## src/rtl/ps2_pkg.sv

```systemverilog
// Shared types and constants for the PS/2 keyboard receiver.
package ps2_pkg;

   // Scan-code prefixes that qualify the following byte
   localparam logic [7:0] PS2_PFX_EXT = 8'hE0;
   localparam logic [7:0] PS2_PFX_BRK = 8'hF0;

   // Frame deserialiser states
   typedef enum logic [1:0] {
      IDLE   = 2'd0,
      DATA   = 2'd1,
      PARITY = 2'd2,
      STOP   = 2'd3
   } ps2_state_t;

   // One key event as stored in the FIFO (10 bits)
   typedef struct packed {
      logic       ext;
      logic       brk;
      logic [7:0] code;
   } ps2_event_t;

   // PS/2 uses odd parity: data bits plus parity bit must XOR to 1
   function automatic logic odd_parity_ok(input logic [7:0] data, input logic par);
      return ^{data, par};
   endfunction

endpackage

```

## src/rtl/ps2_clk_filter.sv

```systemverilog
// Synchronises kbd_clk/kbd_data, debounces kbd_clk and emits a one-cycle
// strobe on each filtered falling edge. Everything idles high after reset.
module ps2_clk_filter #(
   parameter int DEBOUNCE_CYCLES = 1000
) (
   input  logic clk,
   input  logic rst,
   input  logic kbd_clk,
   input  logic kbd_data,
   output logic fall_strobe,
   output logic data_sync
);

   localparam int CW = $clog2(DEBOUNCE_CYCLES + 1);

   logic [1:0]    clk_sync_q;
   logic [1:0]    data_sync_q;
   logic          clk_prev_q;
   logic          filt_q;
   logic          strobe_q;
   logic [CW-1:0] cnt_q;

   // Two-flop synchronisers, preset to the idle-high bus level
   always_ff @(posedge clk) begin
      if (rst) begin
         clk_sync_q  <= 2'b11;
         data_sync_q <= 2'b11;
      end else begin
         clk_sync_q  <= {clk_sync_q[0], kbd_clk};
         data_sync_q <= {data_sync_q[0], kbd_data};
      end
   end

   // Stability counter; filtered clock follows only after a quiet period
   always_ff @(posedge clk) begin
      if (rst) begin
         clk_prev_q <= 1'b1;
         cnt_q      <= '0;
         filt_q     <= 1'b1;
         strobe_q   <= 1'b0;
      end else begin
         clk_prev_q <= clk_sync_q[1];
         strobe_q   <= 1'b0;
         if (clk_sync_q[1] != clk_prev_q) begin
            cnt_q <= '0;
         end else if (cnt_q != CW'(DEBOUNCE_CYCLES)) begin
            cnt_q <= cnt_q + 1'b1;
         end else begin
            filt_q   <= clk_prev_q;
            strobe_q <= filt_q & ~clk_prev_q;
         end
      end
   end

   assign fall_strobe = strobe_q;
   assign data_sync   = data_sync_q[1];

endmodule

```

## src/rtl/ps2_keyboard_rx.sv

```systemverilog
// PS/2 keyboard receiver: deframes 11-bit frames, folds E0/F0 prefixes
// into flags (when DECODE=1) and queues key events in a FWFT FIFO.
//
// Pop handshake: the head event is transferred on every clk edge where
// key_valid && key_ready are both high; key_valid never depends on
// key_ready, and the head fields stay stable until popped.
module ps2_keyboard_rx
   import ps2_pkg::*;
#(
   parameter int DEBOUNCE_CYCLES = 1000,
   parameter int TIMEOUT_CYCLES  = 100000,
   parameter int FIFO_DEPTH      = 8,
   parameter int DECODE          = 1
) (
   input  logic       clk,
   input  logic       rst,
   input  logic       kbd_clk,
   input  logic       kbd_data,
   output logic [7:0] key_code,
   output logic       key_ext,
   output logic       key_break,
   output logic       key_valid,
   input  logic       key_ready,
   output logic       overflow,
   output logic       parity_err,
   output logic       frame_err
);

   localparam int TW = $clog2(TIMEOUT_CYCLES + 1);
   localparam int AW = $clog2(FIFO_DEPTH);

   logic fall_stb;
   logic data_s;

   ps2_clk_filter #(
      .DEBOUNCE_CYCLES(DEBOUNCE_CYCLES)
   ) u_filt (
      .clk        (clk),
      .rst        (rst),
      .kbd_clk    (kbd_clk),
      .kbd_data   (kbd_data),
      .fall_strobe(fall_stb),
      .data_sync  (data_s)
   );

   // ---------------- deframer ----------------
   ps2_state_t    state_q;
   logic [2:0]    bit_cnt_q;
   logic [7:0]    shift_q;
   logic          par_ok_q;
   logic [TW-1:0] to_cnt_q;
   logic          acc_q;
   logic          parity_err_q;
   logic          frame_err_q;

   // Frame FSM: steps on each falling-edge strobe, aborts on a stalled bus
   always_ff @(posedge clk) begin
      if (rst) begin
         state_q      <= IDLE;
         bit_cnt_q    <= '0;
         shift_q      <= '0;
         par_ok_q     <= 1'b0;
         to_cnt_q     <= '0;
         acc_q        <= 1'b0;
         parity_err_q <= 1'b0;
         frame_err_q  <= 1'b0;
      end else begin
         acc_q        <= 1'b0;
         parity_err_q <= 1'b0;
         frame_err_q  <= 1'b0;

         if (state_q == IDLE || fall_stb) begin
            to_cnt_q <= '0;
         end else begin
            to_cnt_q <= to_cnt_q + 1'b1;
         end

         if (state_q != IDLE && !fall_stb && to_cnt_q == TW'(TIMEOUT_CYCLES - 1)) begin
            frame_err_q <= 1'b1;
            state_q     <= IDLE;
         end else if (fall_stb) begin
            case (state_q)
               IDLE: begin
                  if (!data_s) begin
                     state_q   <= DATA;
                     bit_cnt_q <= '0;
                  end
               end
               DATA: begin
                  shift_q   <= {data_s, shift_q[7:1]};
                  bit_cnt_q <= bit_cnt_q + 1'b1;
                  if (bit_cnt_q == 3'd7) state_q <= PARITY;
               end
               PARITY: begin
                  par_ok_q <= odd_parity_ok(shift_q, data_s);
                  state_q  <= STOP;
               end
               STOP: begin
                  // A bad stop bit outranks a parity fault
                  if (!data_s)        frame_err_q  <= 1'b1;
                  else if (!par_ok_q) parity_err_q <= 1'b1;
                  else                acc_q        <= 1'b1;
                  state_q <= IDLE;
               end
               default: state_q <= IDLE;
            endcase
         end
      end
   end

   // ---------------- prefix decoder ----------------
   logic       ext_q;
   logic       brk_q;
   logic       push;
   ps2_event_t push_ev;

   // Event to enqueue for an accepted byte; prefixes are absorbed when decoding
   always_comb begin
      push    = 1'b0;
      push_ev = '0;
      if (DECODE != 0) begin
         push    = acc_q && (shift_q != PS2_PFX_EXT) && (shift_q != PS2_PFX_BRK);
         push_ev = '{ext: ext_q, brk: brk_q, code: shift_q};
      end else begin
         push    = acc_q;
         push_ev = '{ext: 1'b0, brk: 1'b0, code: shift_q};
      end
   end

   // Prefix flags: set by E0/F0, cleared by any pushed event or frame error
   always_ff @(posedge clk) begin
      if (rst) begin
         ext_q <= 1'b0;
         brk_q <= 1'b0;
      end else if (parity_err_q || frame_err_q) begin
         ext_q <= 1'b0;
         brk_q <= 1'b0;
      end else if (acc_q && DECODE != 0) begin
         if (shift_q == PS2_PFX_EXT) begin
            ext_q <= 1'b1;
         end else if (shift_q == PS2_PFX_BRK) begin
            brk_q <= 1'b1;
         end else begin
            ext_q <= 1'b0;
            brk_q <= 1'b0;
         end
      end
   end

   // ---------------- event FIFO ----------------
   ps2_event_t mem_q [FIFO_DEPTH];
   logic [AW:0] wr_ptr_q;
   logic [AW:0] rd_ptr_q;
   logic [AW:0] rd_ptr_d;
   logic        full;
   logic        pop;
   logic        wr_en;
   logic        key_valid_q;
   logic        overflow_q;
   ps2_event_t  head_q;

   assign full     = (wr_ptr_q[AW] != rd_ptr_q[AW]) && (wr_ptr_q[AW-1:0] == rd_ptr_q[AW-1:0]);
   assign pop      = key_valid_q && key_ready;
   // A pop frees the slot the new word lands in, so a full FIFO still accepts it
   assign wr_en    = push && (!full || pop);
   assign rd_ptr_d = rd_ptr_q + {{AW{1'b0}}, pop};

   // Storage array, written at the tail pointer
   always_ff @(posedge clk) begin
      if (wr_en) mem_q[wr_ptr_q[AW-1:0]] <= push_ev;
   end

   // Pointers, registered head/valid and sticky overflow
   always_ff @(posedge clk) begin
      if (rst) begin
         wr_ptr_q    <= '0;
         rd_ptr_q    <= '0;
         key_valid_q <= 1'b0;
         head_q      <= '0;
         overflow_q  <= 1'b0;
      end else begin
         if (wr_en) wr_ptr_q <= wr_ptr_q + 1'b1;
         rd_ptr_q    <= rd_ptr_d;
         key_valid_q <= (wr_ptr_q != rd_ptr_d);
         if (wr_ptr_q != rd_ptr_d) head_q <= mem_q[rd_ptr_d[AW-1:0]];
         if (push && full && !pop) overflow_q <= 1'b1;
      end
   end

   assign key_code   = head_q.code;
   assign key_ext    = head_q.ext;
   assign key_break  = head_q.brk;
   assign key_valid  = key_valid_q;
   assign overflow   = overflow_q;
   assign parity_err = parity_err_q;
   assign frame_err  = frame_err_q;

endmodule

```

## config.mk

```make
export PLATFORM = sky130hd
export DESIGN_NAME = ps2_keyboard_rx
export DESIGN_NICKNAME = d
export VERILOG_FILES = /design/src/rtl/ps2_pkg.sv /design/src/rtl/ps2_clk_filter.sv /design/src/rtl/ps2_keyboard_rx.sv
export SDC_FILE = /design/constraint.sdc
export NUM_CORES = 1
export LEC_CHECK = 0
export BUFFER_PORTS_ARGS = -buffer_cell sky130_fd_sc_hd__buf_2
export CORE_ASPECT_RATIO = 1.2
export CORE_MARGIN = 8
export CORE_UTILIZATION = 55
export CTS_BUF_LIST = sky130_fd_sc_hd__clkbuf_8
export CTS_CLUSTER_DIAMETER = 120
export DETAILED_ROUTE_END_ITERATION = 12
export GPL_TIMING_DRIVEN = 0
export PLACE_DENSITY = 0.72
export SLEW_MARGIN = 20
export SYNTH_ARGS = -nofsm -noshare
export SYNTH_HDL_FRONTEND = slang
export SYNTH_SLANG_ARGS = --single-unit
```

## constraint.sdc

```tcl
create_clock -name clk -period 3.5 [get_ports clk]
set_input_delay 0.175 -clock clk [delete_from_list [all_inputs] [get_ports clk]]
set_output_delay 0.175 -clock clk [all_outputs]
set_load 0.01 [all_outputs]
```

Word-level counts from Yosys, hierarchy flattened
Memories as Yosys holds them, arrays and structs flattened. A register that Yosys moved wholly into a read port is not among the register bits.
Index checks and enable logic that the tools add are counted.
W data, S select, Z words.
{"block": "op_classes", "addsub": 5, "n_eq_ne": 17, "n_mux": 16, "bitwise_logic": 9, "n_reduce_logical": 32}
{"operator": "$add A17 B1 Y17 const B", "n": 1}
{"operator": "$eq A17 B17 Y1 const B", "n": 1}
{"operator": "$eq A8 B8 Y1 const B", "n": 2}
{"operator": "$ne A8 B8 Y1 const B", "n": 2}
{"operator": "$mux W1", "n": 11}
{"operator": "$add A10 B1 Y10 const B", "n": 1}
{"operator": "$ne A10 B10 Y1 const B", "n": 1}
{"operator": "$logic_and A1 B1 Y1", "n": 9}
{"operator": "$reduce_and A3 Y1", "n": 3}
{"operator": "$reduce_xor A9 Y1", "n": 1}
{"operator": "$not A1 Y1", "n": 8}
{"operator": "$pmux W2 S4", "n": 1}
{"operator": "$reduce_or A2 Y1", "n": 4}
{"operator": "$ne A2 B2 Y1 const B", "n": 3}
{"operator": "$pmux W3 S2", "n": 1}
{"operator": "$reduce_and A2 Y1", "n": 3}
{"operator": "$reduce_or A5 Y1", "n": 1}
{"operator": "$add A4 B1 Y4", "n": 1}
{"operator": "$add A4 B1 Y4 const B", "n": 1}
{"operator": "$eq A2 B2 Y1 const B", "n": 2}
{"operator": "$mux W2", "n": 2}
{"operator": "$ne A4 B4 Y1", "n": 1}
{"operator": "$reduce_and A4 Y1", "n": 1}
{"operator": "$reduce_bool A2 Y1", "n": 2}
{"operator": "11 further kinds", "n": 16}
{"block": "word_totals", "ff_bits": 63, "mem_bits_rw": 80, "inputBits": 5, "output_inout_bits": 14, "word_cells": 100, "mem_count": 1}
{"name": "mem_q", "words": 8, "width": 10, "read_ports": 1, "rd_ports_with_merged_regs": 1, "write_ports": 1, "line_no": "ps2_keyboard_rx.sv:151", "text": "ps2_event_t mem_q [FIFO_DEPTH];"}

Depth between registers and ports, before layout
{"block": "depth", "depth_word": 7, "ltp_mapped": 9}

Hierarchy
A second synthesis with hierarchy kept.
{"block": "unflattened", "cells_unflattened": 480, "area_unflattened_um2": 6272.3}
{"mod": "ps2_keyboard_rx", "instances": 1, "cells_each": 403, "area_each_um2": 5527.8, "seq_area_each_um2": 3523.4}
{"mod": "ps2_clk_filter", "instances": 1, "cells_each": 77, "area_each_um2": 744.5, "seq_area_each_um2": 340.3}

Least setup slack after synthesis
No wires, ideal clock.
{"block": "synth_path", "path_kind": "register -> register", "from": "register shift_q[3]", "to": "memory mem_q[4][0] (netlist bit), enable pin", "setup_time_ps": 407, "arrival_ps": 2290, "required_time_ps": 3093, "path_slack_ps": 803, "stages_incl_launch_ff": 5, "path_cell_list": "dfxtp_1 > and4bb_1 > a31oi_4 > o21ai_4 > nor4b_1"}
{"block": "synth_via", "elab_chain_cells": 6, "elab_cells_between_ends": 7}
{"item": "from (decl)", "line_no": "ps2_keyboard_rx.sv:49", "text": "logic [7:0] shift_q;"}
{"item": "from (signal assigned)", "line_no": "ps2_keyboard_rx.sv:90", "text": "shift_q <= {data_s, shift_q[7:1]};"}
{"item": "$ne A8 B8 Y1", "line_no": "ps2_keyboard_rx.sv:122", "text": "push = acc_q && (shift_q != PS2_PFX_EXT) && (shift_q != PS2_PFX_BRK);"}
{"item": "$logic_and A1 B1 Y1", "line_no": "ps2_keyboard_rx.sv:122"}
{"item": "$logic_and A1 B1 Y1 (*)", "line_no": "ps2_keyboard_rx.sv:122"}
{"item": "$logic_and A1 B1 Y1 (*)", "line_no": "ps2_keyboard_rx.sv:165", "text": "assign wr_en = push && (!full || pop);"}
{"item": "$mux W1 (*)", "line_no": "ps2_keyboard_rx.sv:170", "text": "if (wr_en) mem_q[wr_ptr_q[AW-1:0]] <= push_ev;"}
{"item": "$mux W1 (not written as such) (*)", "line_no": "ps2_keyboard_rx.sv:170"}
{"item": "to (decl)", "line_no": "ps2_keyboard_rx.sv:151"}
Every way passes the cells marked *; elsewhere a longest branch is shown, timed or not.

Worst setup path after layout
{"block": "layout_path", "from": "register shift_q[3]", "to": "memory mem_q[1][4] (netlist bit), enable pin"}
The elaborated chain is that of the path after synthesis.

==> key figures <==
Routing
  – Wire length reported by the detailed router: 11.22 mm
  – Wirelength per Cell: 17.07 um
  – Post-route ant nets: 0
  – Residual DRC: 0
  – Met2 routed WL: 5.869 mm
  – Wl on met1: 4.773 mm
  – Number of violations reported at the end of detailed-routing iteration 0: 204
  – Met3 layer wire length in the routed design: 465 um
  – Detailed-route vias per instance: 5.644
  – First-pass detailed-route iteration total: 4
  – Highest routed layer: met4
  – Vias: 3708

Power and ir drop
  – Post-layout total power: 3.173 mW
  – Switching portion of total power: 20.43%
  – P_leak: 2.448 nW
  – NetSw: 0.6483 mW
  – Fraction of power consumed by combinational cells: 1.0%
  – Maximum vdd ir drop: 0.0002655 V
  – Sequential share of power: 59.1%
  – Power share of the clock group: 39.8%
  – Areal power density over the cells: 456.1 nW/um2
  – Internal power component: 2.525 mW

Outcome
  – Status: finished, final reports clean

Flow run
  – Number of maximum-capacitance constraint violations: 0

Clock tree
  – Number of buffers created by CTS: 17
  – Worst-path clk slew: 80 ps
  – Clock root buffer: sky130_fd_sc_hd__clkbuf_8
  – Post-CTS setup-driven buffer insertion count: 0
  – Latest clock arrival within the worst-skew pair: 440 ps
  – Number of H-tree levels: 4
  – TritonCTS clock tree: done
  – Worst-case clock buffer depth: 2
  – Sink count of the clock tree: 153

Worst setup path
  – CP Class: reg -> reg
  – Critical R2R Capture: mem_q[1][4]
  – Setup slack, reg-to-reg: 880 ps
  – Crit path capture type: flip-flop
  – Required @ worst endpoint: 3640 ps
  – R2r worst-path depth: 5
  – CP Max Fanout: 12
  – Worst path arrival time: 2760 ps
  – Critical Path Source Type: flip-flop
  – Worst reg2reg path startpoint: shift_q[3]

Logic synthesis
  – Most used standard cell by instance count after synthesis: sky130_fd_sc_hd__edfxtp_1
  – Synthesized instance count: 466
  – Mux contribution to synthesized area: 9.601%
  – Synth Area in Adders: 2.415%
  – Net count of the mapped netlist: 483
  – Share of synthesized flip-flops with an asynchronous set or reset: 0%
  – Total number of yosys warnings: 0
  – Post-synth top area share: 38.65%
  – Flip-flop and latch count after synthesis: 153
  – Cell taking the most area after synthesis: sky130_fd_sc_hd__edfxtp_1
  – Fraction of the mapped netlist area in compound gates: 5.676%
  – Largest family of logic cells by synthesized area: simple AND/OR/NAND/NOR gates
  – Unique masters post-synth: 48
  – Post-synthesis share of cell area spent on xor and xnor gates: 6.280%
  – Sequential fraction of the synthesis area: 62.16%
  – Summed instance area of the synthesized netlist: 6216 um2
  – Synthesized-area fraction occupied by and/or/nand/nor cells: 11.51%
  – Syn Area/Cell: 13.34 um2
  – Most used flip-flop cell after synthesis: sky130_fd_sc_hd__edfxtp_1
  – Number of flops mapped to enable cells by yosys: 80
  – Leading cell types by count after synthesis: sky130_fd_sc_hd__edfxtp_1, sky130_fd_sc_hd__dfxtp_1, sky130_fd_sc_hd__nor2_1, sky130_fd_sc_hd__nand2_1
  – Main area contributors after synthesis: sky130_fd_sc_hd__edfxtp_1, sky130_fd_sc_hd__dfxtp_1, sky130_fd_sc_hd__mux4_2

Min path
  – Cell depth of the worst min-delay path: 3
  – Hold-critical path endpoint: ext_q
  – Origin of the worst min-delay path: rst
  – Hold/Removal Path Class: in -> reg

Timing
  – Final hold viol count: 0
  – Maximum clock skew at final layout: 8.059 ps
  – Setup repair after global routing missed its margin: false
  – Final critical delay including setup and external delays: 2622 ps
  – Share of the cycle needed by the critical path after routing: 74.91%
  – Number of max-slew violations in the final report: 0
  – Relative slew slack: 52.11%
  – Endpoints failing setup: 0
  – Max Clk Rate: 381.4 MHz
  – Slew at the pin with the worst max-slew slack: 712.4 ps

Global route
  – Number of global-route vias before repair: 3711
  – First-pass GRT wire length: 18.80 mm
  – Grt ovf: 0
  – Gr usage total: 16.15%
  – Largest net degree at the start of global routing: 17
  – Antenna violations before repair: 0

Place
  – Post-place instance area: 6555 um2
  – Gpl congestion: 0.7927
  – Detailed-placement wirelength estimate: 8.089 mm
  – DP Cell Count: 623
  – Number of buffers inserted by port buffering: 18

Floorplanning
  – Floorplan die area: 14970 um2
  – I/O pin count: 19
  – Die boundary width: 113.0 um
  – FP Rows: 42
  – Initial core utilization: 56.33%
  – Core area: 11040 um2
  – Die span in y: 132.5 um

Final layout
  – Utilization after layout: 63.04%
  – Fillers: 849
  – Area growth syn-to-layout: 11.92%
  – Final net count: 529
  – Number of antenna repair diodes: 0
  – Post-layout instance count excluding filler cells: 657
  – Summed area of non-filler cells in the final layout: 6957 um2
  – Fraction of final layout cells sized beyond drive strength 1: 20.00%
==> state kept, by name, indices dropped and copies added (netlist names), 3 cells and up <==
signal	count
mem_q	80
shift_q	8
rd_ptr_q	4
u_filt.cnt_q	10
wr_ptr_q	4
to_cnt_q	17
bit_cnt_q	3
key_code	8
==> metrics by stage <==
step                hold slack (ps)  setup WS, ps  TNS (ps)
floorplan                     278.8         802.8         0
global placement              360.0        -223.9     -4291
detailed placement            362.8         882.8         0
CTS                           118.7         855.4         0
global route                  109.9         721.7         0
finish                        128.1         878.1         0
==> cells by family (layout without fill, tap and decap cells) <==
logic type	Yosys count	count (layout)
simple gates	146	146
flops	153	153
xor+xnor	43	43
fa+ha+maj	12	12
compound gates	48	48
mux	34	34
buf+inv	30	89
==> repair_timing <==
item / CTS / global route
hold buffers: 2 / 0
endpoints found under the setup margin: 0 / 0
hold endpoints to repair: 2 / 0
gates resized for setup: 0 / 0
==> cells in the final DEF (no fill, tap or decap), drive strengths merged, types with 2 or more instances in the layout <==
| master | instances |
|---|---|
| dlygate4sd3 | 2 |
| mux2 | 2 |
| bufinv | 2 |
| clkinv | 5 |
| nand2 | 27 |
| mux4 | 20 |
| nor3b | 2 |
| nor4b | 3 |
| inv | 13 |
| nor3 | 9 |
| a31oi | 2 |
| nor2 | 51 |
| clkbuf | 27 |
| nor2b | 3 |
| nand4 | 5 |
| and3 | 7 |
| edfxtp | 80 |
| ha | 12 |
| a21oi | 15 |
| o311a | 10 |
| dfxtp | 73 |
| clkinvlp | 5 |
| and2 | 2 |
| or2 | 7 |
| mux2i | 12 |
| buf | 35 |
| xnor2 | 22 |
| xor2 | 20 |
| o21ai | 14 |
| nand3 | 23 |
| nor4bb | 2 |
| a32oi | 2 |
| nor4 | 2 |
| o211ai | 2 |
==> power by group through the flow <==
stage                     clock (mW)  combinational, mW  sequential [mW]
final                           1.26             0.0323             1.88
after global routing            1.37             0.0371             1.88
after CTS                       1.29             0.0331             1.88
after detailed placement           0             0.0314             1.92
after global placement             0             0.0304             1.92
after floorplan                    0             0.0205             1.92
==> area by class of cell <==
type,count,area [um2],area share (%)
buffer,19,105.1,1.511
clock buffer,18,247.7,3.561
clock inverter,14,133.9,1.924
inverter,11,41.29,0.5935
multi-input combinational,283,2245,32.27
sequential,153,3864,55.54
tap,132,165.2,2.374
timing repair buffer,27,155.1,2.230
==> worst max path at each step <==
| stage | cells past startpoint | end | slack [ps] | startpoint |
|---|---|---|---|---|
| after floorplan | 4 | mem_q[4][0] | 800 | shift_q[3] |
| after global placement | 4 | mem_q[1][9] | -220 | shift_q[3] |
| after detailed placement | 5 | mem_q[4][9] | 880 | shift_q[3] |
| after CTS | 5 | mem_q[4][2] | 860 | shift_q[3] |
| after global routing | 5 | mem_q[1][4] | 720 | shift_q[3] |
| final | 5 | mem_q[1][4] | 880 | shift_q[3] |
==> metal layers <==
layer | vias up | GRT usage, %
li1 | 1801 | -
met1 | 1824 | 18.34
met2 | 76 | 28.16
met3 | 7 | 4.506
met4 | 0 | 6.083
met5 | - | 0
==> critical path: stages (launching register included) <==
cell and delay (ps):
sky130_fd_sc_hd__dfxtp_1 590, sky130_fd_sc_hd__and4bb_1 300, sky130_fd_sc_hd__a31oi_4 310, sky130_fd_sc_hd__o21ai_4 160
sky130_fd_sc_hd__nor4b_2 620, sky130_fd_sc_hd__buf_2 330
Note: power is estimated with default switching activity, not from simulation.
